===== config.mk =====
export PLATFORM = sky130hd
export DESIGN_NAME = sa_data_feeder
export DESIGN_NICKNAME = d
export VERILOG_FILES = /design/src/rtl/sa_pkg.sv /design/src/rtl/sa_input_buffer.sv /design/src/rtl/sa_data_feeder.sv
export SDC_FILE = /design/constraint.sdc
export NUM_CORES = 1
export LEC_CHECK = 0
export BUFFER_PORTS_ARGS = -buffer_cell sky130_fd_sc_hd__buf_4
export CAP_MARGIN = 40
export CORE_UTILIZATION = 60
export CTS_BUF_LIST = sky130_fd_sc_hd__clkbuf_4 sky130_fd_sc_hd__clkbuf_8 sky130_fd_sc_hd__clkbuf_16
export DETAILED_ROUTE_END_ITERATION = 6
export PLACE_DENSITY_LB_ADDON = 0.15
export SYNTH_ARGS = -nofsm -noshare
export SYNTH_HDL_FRONTEND = slang
export SYNTH_HIERARCHICAL = 1
export SYNTH_SLANG_ARGS = --single-unit

===== constraint.sdc =====
create_clock -name clk -period 4.2 [get_ports clk]
set_input_delay 0.84 -clock clk [delete_from_list [all_inputs] [get_ports clk]]
set_output_delay 0.84 -clock clk [all_outputs]
set_load 0.03 [all_outputs]

===== src/rtl/sa_pkg.sv =====
// Shared definitions for the 3x3 systolic array loaders: array geometry,
// memory map and the feeder FSM state encoding.
package sa_pkg;

  localparam int SA_DIM      = 3;
  localparam int DATA_W      = 8;
  localparam int ADDR_W      = 6;
  localparam int WEIGHT_BASE = 0;
  localparam int ACT_BASE    = 9;

  localparam logic [2:0] ST_IDLE      = 3'd0;
  localparam logic [2:0] ST_LOAD      = 3'd1;
  localparam logic [2:0] ST_LOAD_WAIT = 3'd2;
  localparam logic [2:0] ST_STREAM    = 3'd3;
  localparam logic [2:0] ST_DONE      = 3'd4;

endpackage


===== src/rtl/sa_input_buffer.sv =====
// 3xK activation register file: linear write port from the loader and three
// skewed read ports, one per SA row, each with its own in-range valid.
module sa_input_buffer #(
  parameter int DATA_W  = 8,
  parameter int NUM_VEC = 3,
  parameter int IDX_W   = $clog2(3 * NUM_VEC),
  parameter int CNT_W   = $clog2(NUM_VEC + 3)
) (
  input  logic                                  clk,
  input  logic                                  wr_en,
  input  logic [IDX_W-1:0]                      wr_idx,
  input  logic [DATA_W-1:0]                     wr_data,
  input  logic                                  rd_en,
  input  logic [CNT_W-1:0]                      rd_cnt,
  output logic [sa_pkg::SA_DIM-1:0][DATA_W-1:0] rd_data,
  output logic [sa_pkg::SA_DIM-1:0]             rd_vld
);
  import sa_pkg::*;

  logic [DATA_W-1:0] mem [SA_DIM * NUM_VEC];

  always_ff @(posedge clk) begin
    if (wr_en) mem[wr_idx] <= wr_data;
  end

  // Row r reads column rd_cnt-r; outside 0..K-1 the row is idle and reads 0.
  always_comb begin
    rd_data = '0;
    rd_vld  = '0;
    for (int r = 0; r < SA_DIM; r++) begin
      if (rd_en && int'(rd_cnt) >= r && (int'(rd_cnt) - r) < NUM_VEC) begin
        rd_vld[r]  = 1'b1;
        rd_data[r] = mem[IDX_W'(r * NUM_VEC + int'(rd_cnt) - r)];
      end
    end
  end

endmodule


===== src/rtl/sa_data_feeder.sv =====
// Activation loader for the 3x3 SA: on start, copies the 3xK input matrix from
// shared memory into a local buffer, then streams it diagonally skewed into the rows.
module sa_data_feeder #(
  parameter int DATA_W    = sa_pkg::DATA_W,
  parameter int ADDR_W    = sa_pkg::ADDR_W,
  parameter int BASE_ADDR = sa_pkg::ACT_BASE,
  parameter int NUM_VEC   = 3
) (
  input  logic              clk,
  input  logic              rst,
  input  logic              start,
  input  logic [DATA_W-1:0] q,
  output logic [ADDR_W-1:0] addr,
  output logic [DATA_W-1:0] data_row0,
  output logic [DATA_W-1:0] data_row1,
  output logic [DATA_W-1:0] data_row2,
  output logic              valid_row0,
  output logic              valid_row1,
  output logic              valid_row2,
  output logic              busy,
  output logic              is_done_o
);
  import sa_pkg::*;

  localparam int LD_N = SA_DIM * NUM_VEC;
  localparam int LD_W = $clog2(LD_N);
  localparam int SC_W = $clog2(NUM_VEC + 2);
  localparam int PT_W = $clog2(NUM_VEC + 3);

  logic [2:0]       state;
  logic [LD_W-1:0]  load_idx;
  logic [SC_W-1:0]  stream_cnt;
  logic             ld_vld_p0;
  logic [LD_W-1:0]  ld_idx_p0;
  logic             rd_en;
  logic [PT_W-1:0]  rd_cnt;
  logic [SA_DIM-1:0][DATA_W-1:0] rd_data;
  logic [SA_DIM-1:0]             rd_vld;

  always_ff @(posedge clk or negedge rst) begin
    if (!rst) begin
      state      <= ST_IDLE;
      load_idx   <= '0;
      stream_cnt <= '0;
    end else begin
      case (state)
        ST_IDLE: begin
          load_idx <= '0;
          if (start) state <= ST_LOAD;
        end
        ST_LOAD: begin
          if (load_idx == LD_W'(LD_N - 1)) state <= ST_LOAD_WAIT;
          else load_idx <= load_idx + LD_W'(1);
        end
        ST_LOAD_WAIT: begin
          stream_cnt <= '0;
          state      <= ST_STREAM;
        end
        ST_STREAM: begin
          if (stream_cnt == SC_W'(NUM_VEC + 1)) state <= ST_DONE;
          else stream_cnt <= stream_cnt + SC_W'(1);
        end
        default: state <= ST_IDLE;
      endcase
    end
  end

  assign addr      = (state == ST_LOAD) ? ADDR_W'(BASE_ADDR) + ADDR_W'(load_idx) : '0;
  assign busy      = (state != ST_IDLE);
  assign is_done_o = (state == ST_DONE);

  // p0: read data returns one cycle after addr; write it to the slot issued then
  always_ff @(posedge clk or negedge rst) begin
    if (!rst) ld_vld_p0 <= 1'b0;
    else      ld_vld_p0 <= (state == ST_LOAD);
  end

  always_ff @(posedge clk) begin
    ld_idx_p0 <= load_idx;
  end

  // The register stage below adds a cycle, so reading starts in LOAD_WAIT.
  assign rd_en  = (state == ST_LOAD_WAIT) || (state == ST_STREAM);
  assign rd_cnt = (state == ST_STREAM) ? PT_W'(stream_cnt) + PT_W'(1) : '0;

  sa_input_buffer #(
    .DATA_W  (DATA_W),
    .NUM_VEC (NUM_VEC),
    .IDX_W   (LD_W),
    .CNT_W   (PT_W)
  ) u_buf (
    .clk     (clk),
    .wr_en   (ld_vld_p0),
    .wr_idx  (ld_idx_p0),
    .wr_data (q),
    .rd_en   (rd_en),
    .rd_cnt  (rd_cnt),
    .rd_data (rd_data),
    .rd_vld  (rd_vld)
  );

  // p1: registered row outputs; idle rows carry zero data
  always_ff @(posedge clk or negedge rst) begin
    if (!rst) begin
      valid_row0 <= 1'b0;
      valid_row1 <= 1'b0;
      valid_row2 <= 1'b0;
      data_row0  <= '0;
      data_row1  <= '0;
      data_row2  <= '0;
    end else begin
      valid_row0 <= rd_vld[0];
      valid_row1 <= rd_vld[1];
      valid_row2 <= rd_vld[2];
      data_row0  <= rd_data[0];
      data_row1  <= rd_data[1];
      data_row2  <= rd_data[2];
    end
  end

endmodule


After elaboration in Yosys (flattened, before gate mapping)
Memories as Yosys holds them, arrays and structs flattened.
Cells that the tools add are included.
{"block": "op_classes", "n_addsub": 9, "order_cmp": 5, "eq_ne": 11, "n_mux": 18, "reduce_logical": 13}
{"op": "32-bit by 3-bit less-than comparator with 1-bit output (second input constant)", "n": 2}
{"op": "8-bit two-way mux", "n": 3}
{"op": "3-bit two-way mux", "n": 5}
{"op": "3-bit one-hot mux with 4 select lines", "n": 1}
{"op": "2-bit inequality test (second input constant)", "n": 5}
{"op": "4-bit one-hot mux with 2 select lines", "n": 1}
{"op": "3-bit by 2-bit equality test with 1-bit output (second input constant)", "n": 2}
{"op": "3-bit equality test (second input constant)", "n": 2}
{"op": "3-bit one-hot mux with 2 select lines", "n": 1}
{"op": "4-bit by 4-bit adder with 5-bit output (first input constant)", "n": 1}
{"op": "1-bit logical AND", "n": 5}
{"op": "1-bit two-way mux", "n": 5}
{"op": "5-bit two-way mux", "n": 1}
{"op": "2-bit by 3-bit adder with 4-bit output (first input constant)", "n": 1}
{"op": "3-bit by 3-bit adder with 4-bit output (first input constant)", "n": 1}
{"op": "4-bit by 1-bit adder with 4-bit output (second input constant)", "n": 1}
{"op": "4-bit equality test (second input constant)", "n": 1}
{"op": "4-bit two-way mux", "n": 1}
{"op": "2-bit AND reduction", "n": 2}
{"op": "2-bit nonzero test", "n": 2}
{"op": "3-bit by 1-bit subtractor with 4-bit output (second input constant)", "n": 1}
{"op": "3-bit by 2-bit subtractor with 4-bit output (second input constant)", "n": 1}
{"op": "4-bit by 2-bit subtractor with 4-bit output (second input constant)", "n": 1}
{"op": "4-bit by 3-bit subtractor with 4-bit output (second input constant)", "n": 1}
{"op": "9 further kinds", "n": 9}
{"block": "word_totals", "regBits": 42, "mem_bits_rw": 72, "in_bits": 11, "output_inout_bits": 35, "elab_cells": 68, "memories": 1}
{"memory": "u_buf.mem", "depth": 9, "word_bits": 8, "read_ports": 3, "rd_ports_with_merged_regs": 0, "wr": 1, "line_no": "sa_input_buffer.sv:20", "rtl": "logic [DATA_W-1:0] mem [SA_DIM * NUM_VEC];"}

Longest topological paths before layout
{"block": "logic_depth", "ltp_word": 6, "mapped_depth": 12, "depth_no_buf": 8}

By module
Netlist, hierarchy kept.
{"mod": "sa_input_buffer", "instances": 1, "cells_per_inst": 213, "area_per_inst_um2": 3588.4, "seq_area_each_um2": 2162.1}
{"mod": "sa_data_feeder", "instances": 1, "cells_per_inst": 106, "area_per_inst_um2": 1462.7, "seq_area_each_um2": 1031.0}

Least setup slack after synthesis
No wires, ideal clock.
{"block": "synth_timing", "path_kind": "register to register", "start": "register stream_cnt[0]", "end": "register data_row1[5]", "setup_time_ns": 0.134, "arrival_time_ns": 2.624, "required_time_ns": 4.066, "slack_ns": 1.442, "path_stages_with_launch": 13, "path_buffers": 4, "synth_period_minus_slack_ns": 2.758, "cell_sequence": "dfrtp_1 -> inv_1 -> ha_1 -> and3_1 -> buf_4 -> buf_2 -> inv_1 -> ha_1 -> buf_6 -> buf_6 -> mux4_2 -> o22ai_1 -> nor3_1"}
{"item": "start: declaration", "line_no": "sa_data_feeder.sv:32", "rtl": "logic [SC_W-1:0] stream_cnt;"}
{"item": "start signal: assignment", "line_no": "sa_data_feeder.sv:61", "rtl": "else stream_cnt <= stream_cnt + SC_W'(1);"}
{"item": "end signal: assignment", "line_no": "sa_data_feeder.sv:116", "rtl": "data_row1 <= rd_data[1];"}
{"item": "end: declaration", "line_no": "sa_data_feeder.sv:15", "rtl": "output logic [DATA_W-1:0] data_row1,"}

==> run_results.csv <==
group,metric,value,unit
run_status,outcome,"finished clean",
pwr,leakage,2.335,nW
route,drt-pass1-iter-count,4,
timing,rsz0062_at_grt,"no",
cts,cts_max_level,4,
die,rows,33,
grt,grt_max_degree,39,
finish,n_antenna_cell,0,
yosys,syn_area,5051,sq um
route,via_count,3023,
place,dp_hpwl,6782,um
route,wl_per_cell,21.54,um
timing,fin_ws,0.9556,ns
critical_path,r2r_end,"data_row1[3]",
critical_path,startpoint,"state[0]",
place,dpl_worst_slack,1.029,ns
cts,cts_root_buffer,"clkbuf_8",
die,die_h,93.75,um
finish,n_fill_cell,501,
grt,grt_pass1_wl,16570,um
yosys,synth_mux_area_share,15.23,%
grt,antenna_found_initial,0,
finish,multi_input_area,1699,sq um
critical_path,worst-r2r-cell-count,10,
cts,clkSinkCount,114,
cts,clk_latency,0.51,ns
timing,tns,0,ns
place,place.gp.congestion,0.7860,
yosys,synth_cell_type_count,49,
critical_path,crit_path_end,"data_row1[3]",
finish,drive_above_1_share,34.46,%
critical_path,start_kind,"flop",
timing,fin_crit,3.244,ns
timing,final.period_utilization,77.25,%
job,drv_cap,0,
critical_path,crit_type,"reg2reg",
finish,synthToLayoutAreaGrowth,19.52,%
critical_path,reg2reg_slack,0.96,ns
finish,fin_nets,392,
yosys,synth_adder_area_share,1.982,%
critical_path,end_kind,"flop",
yosys,synth_top_family_by_area,"multiplexers",
yosys,syn-instance-count,319,
yosys,syn_area_per_cell,15.83,sq um
route,drt_iter0_drc,244,
cts,holdBufCountCts,0,
place,numPortBuffers,44,
timing,finalSetupViolations,0,
finish,regArea,3193,sq um
pwr,powerDensity,811.4,nW/um^2
route,viasPerCell,6.157,
cts,cts-resized-gates,0,
cts,cts_setup_buffers,0,
cts,cts_tree,"built",
die,initial_core_util,61.78,%
grt,overflow,0,
yosys,yosys_warnings,6,
timing,hold_slack,0.2943,ns
worst_hold_path,hold_class,"in2async",
timing,worst_slew_pin_slew,0.9092,ns
pwr,ir_worst_vdd,0.4117,mV
yosys,yosys.area_share.xor_xnor,0.5202,%
die,fp.dieW,93.75,um
critical_path,critPathRequiredTime,4.56,ns
cts,clk_path_buf_depth,2,
critical_path,critical_path_arrival,3.61,ns
timing,slew_viol_final,0,
timing,slew_headroom,39.17,%
cts,cts_buffers,17,
yosys,yosys.area_share.simple,10.43,%
timing,fin_skew,0.006876,ns
die,fp.coreArea,8175,sq um
yosys,synth_compound_area_share,5.351,%
cts,path_clk_slew,0.05,ns
timing,max_freq,308.2,MHz
route,ant_nets,0,
yosys,synth_seq_cells,114,
yosys,yosysSeqAreaShare,63.22,%
route,finalWirelength,10580,um
critical_path,cp_max_fo,17,
die,ioPinCount,46,
yosys,syn_nets,338,
die,die_area,8789,sq um
finish,post-route-util,73.84,%
critical_path,timing.rr.start,"state[0]",
grt,grt_use_total,26.91,%
grt,grt_pass1_vias,3063,
route,drc,0,
timing,finalHoldViolations,0,
## sequential cells by signal (all words and copies together), names as in the netlist
name,flops
valid_row2,1
ld_idx_p0,4
valid_row0,1
data_row2,8
state,3
stream_cnt,3
data_row0,8
load_idx,4
valid_row1,1
data_row1,8
ld_vld_p0,1
u_buf/mem,72
## cell usage after synthesis, drive strengths merged
master	count	share of area, %
clkbuf	4	0.30
buf	15	2.2
ha	8	2.0
nor3b	1	0.15
conb	1	0.074
or3b	2	0.40
nor2b	15	1.9
a21o	1	0.15
mux4	32	15
nor2	25	2.1
o21bai	1	0.15
or2	1	0.12
and3b	1	0.17
a41o	1	0.20
or3	2	0.35
edfxtp	72	43
dfxtp	4	1.6
nor4	1	0.12
dfrtp	38	19
and4b	1	0.27
a211o	1	0.17
inv	8	0.59
clkinv	2	0.15
a22o	1	0.17
o22ai	9	1.1
mux2	2	0.59
nand2b	6	0.89
a21oi	4	0.40
o21ai	4	0.47
xnor2	3	0.52
nor3	11	1.1
o211ai	1	0.15
and3	2	0.25
nand2	23	1.7
nand4	4	0.50
nand3	2	0.20
a221oi	8	2.4
nand3b	2	0.30
## per-stage QoR
stage	power, mW	instances	instance area, sq um
after floorplan	3.058	319	5051
after global placement	3.473	456	5444
after detailed placement	3.536	459	5466
after CTS	4.909	491	6037
after global routing	5.128	491	6037
final	4.899	491	6037
## layer usage
| metal | vias up | wire length (um) | track usage [%] |
|---|---|---|---|
| met5 | - | 0 | 0 |
| met4 | 0 | 127 | 11.54 |
| met3 | 9 | 933 | 6.634 |
| met2 | 161 | 5160 | 40.75 |
| met1 | 1519 | 4356 | 37.51 |
| li1 | 1334 | - | - |
## cell usage in the layout (no fill, tap or decap), types with 9 or more instances in the layout
cell / n
buf_4: 54
nor2_1: 22
o22ai_1: 9
clkbuf_16: 17
nor2b_1: 15
nor3_1: 11
mux4_2: 27
nand2_1: 23
edfxtp_1: 72
dfrtp_1: 38
## cell families after synthesis
group | after synthesis
DFF | 114
adders and majority gates | 8
xor gates and xnor gates | 3
muxes | 34
and+or+nand+nor | 99
AOI/OAI and AO/OA | 31
buffers and inverters | 29
other | 1
## how the worst min path moves through the flow
stage | start | to | slack, ns | cells past startpoint
global placement | load_idx[1] | ld_idx_p0[1] | 0.44 | 0
CTS | rst | stream_cnt[1] | 0.31 | 1
global route | rst | stream_cnt[0] | 0.33 | 1
detailed placement | load_idx[1] | ld_idx_p0[1] | 0.45 | 0
floorplan | load_idx[1] | ld_idx_p0[1] | 0.41 | 0
finish | rst | stream_cnt[1] | 0.29 | 1
## layout make-up
type,instances,area share [%]
clock buffer,23,8.104
inverter,10,0.6218
timing repair buffer,54,6.715
tap,105,2.176
sequential,114,52.89
clock inverter,9,1.347
multi-input combinational,176,28.15
## worst max-delay path: stages, from the launching register on
cell and delay [ns]:
dfrtp_1 0.59, nor2b_1 0.23, nand2_1 0.12, nor2_1 0.13
buf_4 0.20, clkinv_1 0.28, ha_1 0.38, buf_4 0.30
mux4_1 0.60, o22ai_1 0.18, nor3_1 0.08
## where the power goes
group / leakage [nW] / internal [mW] / switching [mW] / total (mW)
combinational: 0.864 / 0.817 / 1.11 / 1.92
clock: 0.281 / 0.866 / 0.482 / 1.35
sequential: 1.19 / 1.46 / 0.168 / 1.63
total: 2.34 / 3.14 / 1.76 / 4.90
Note: power is estimated with default switching activity, not from simulation.
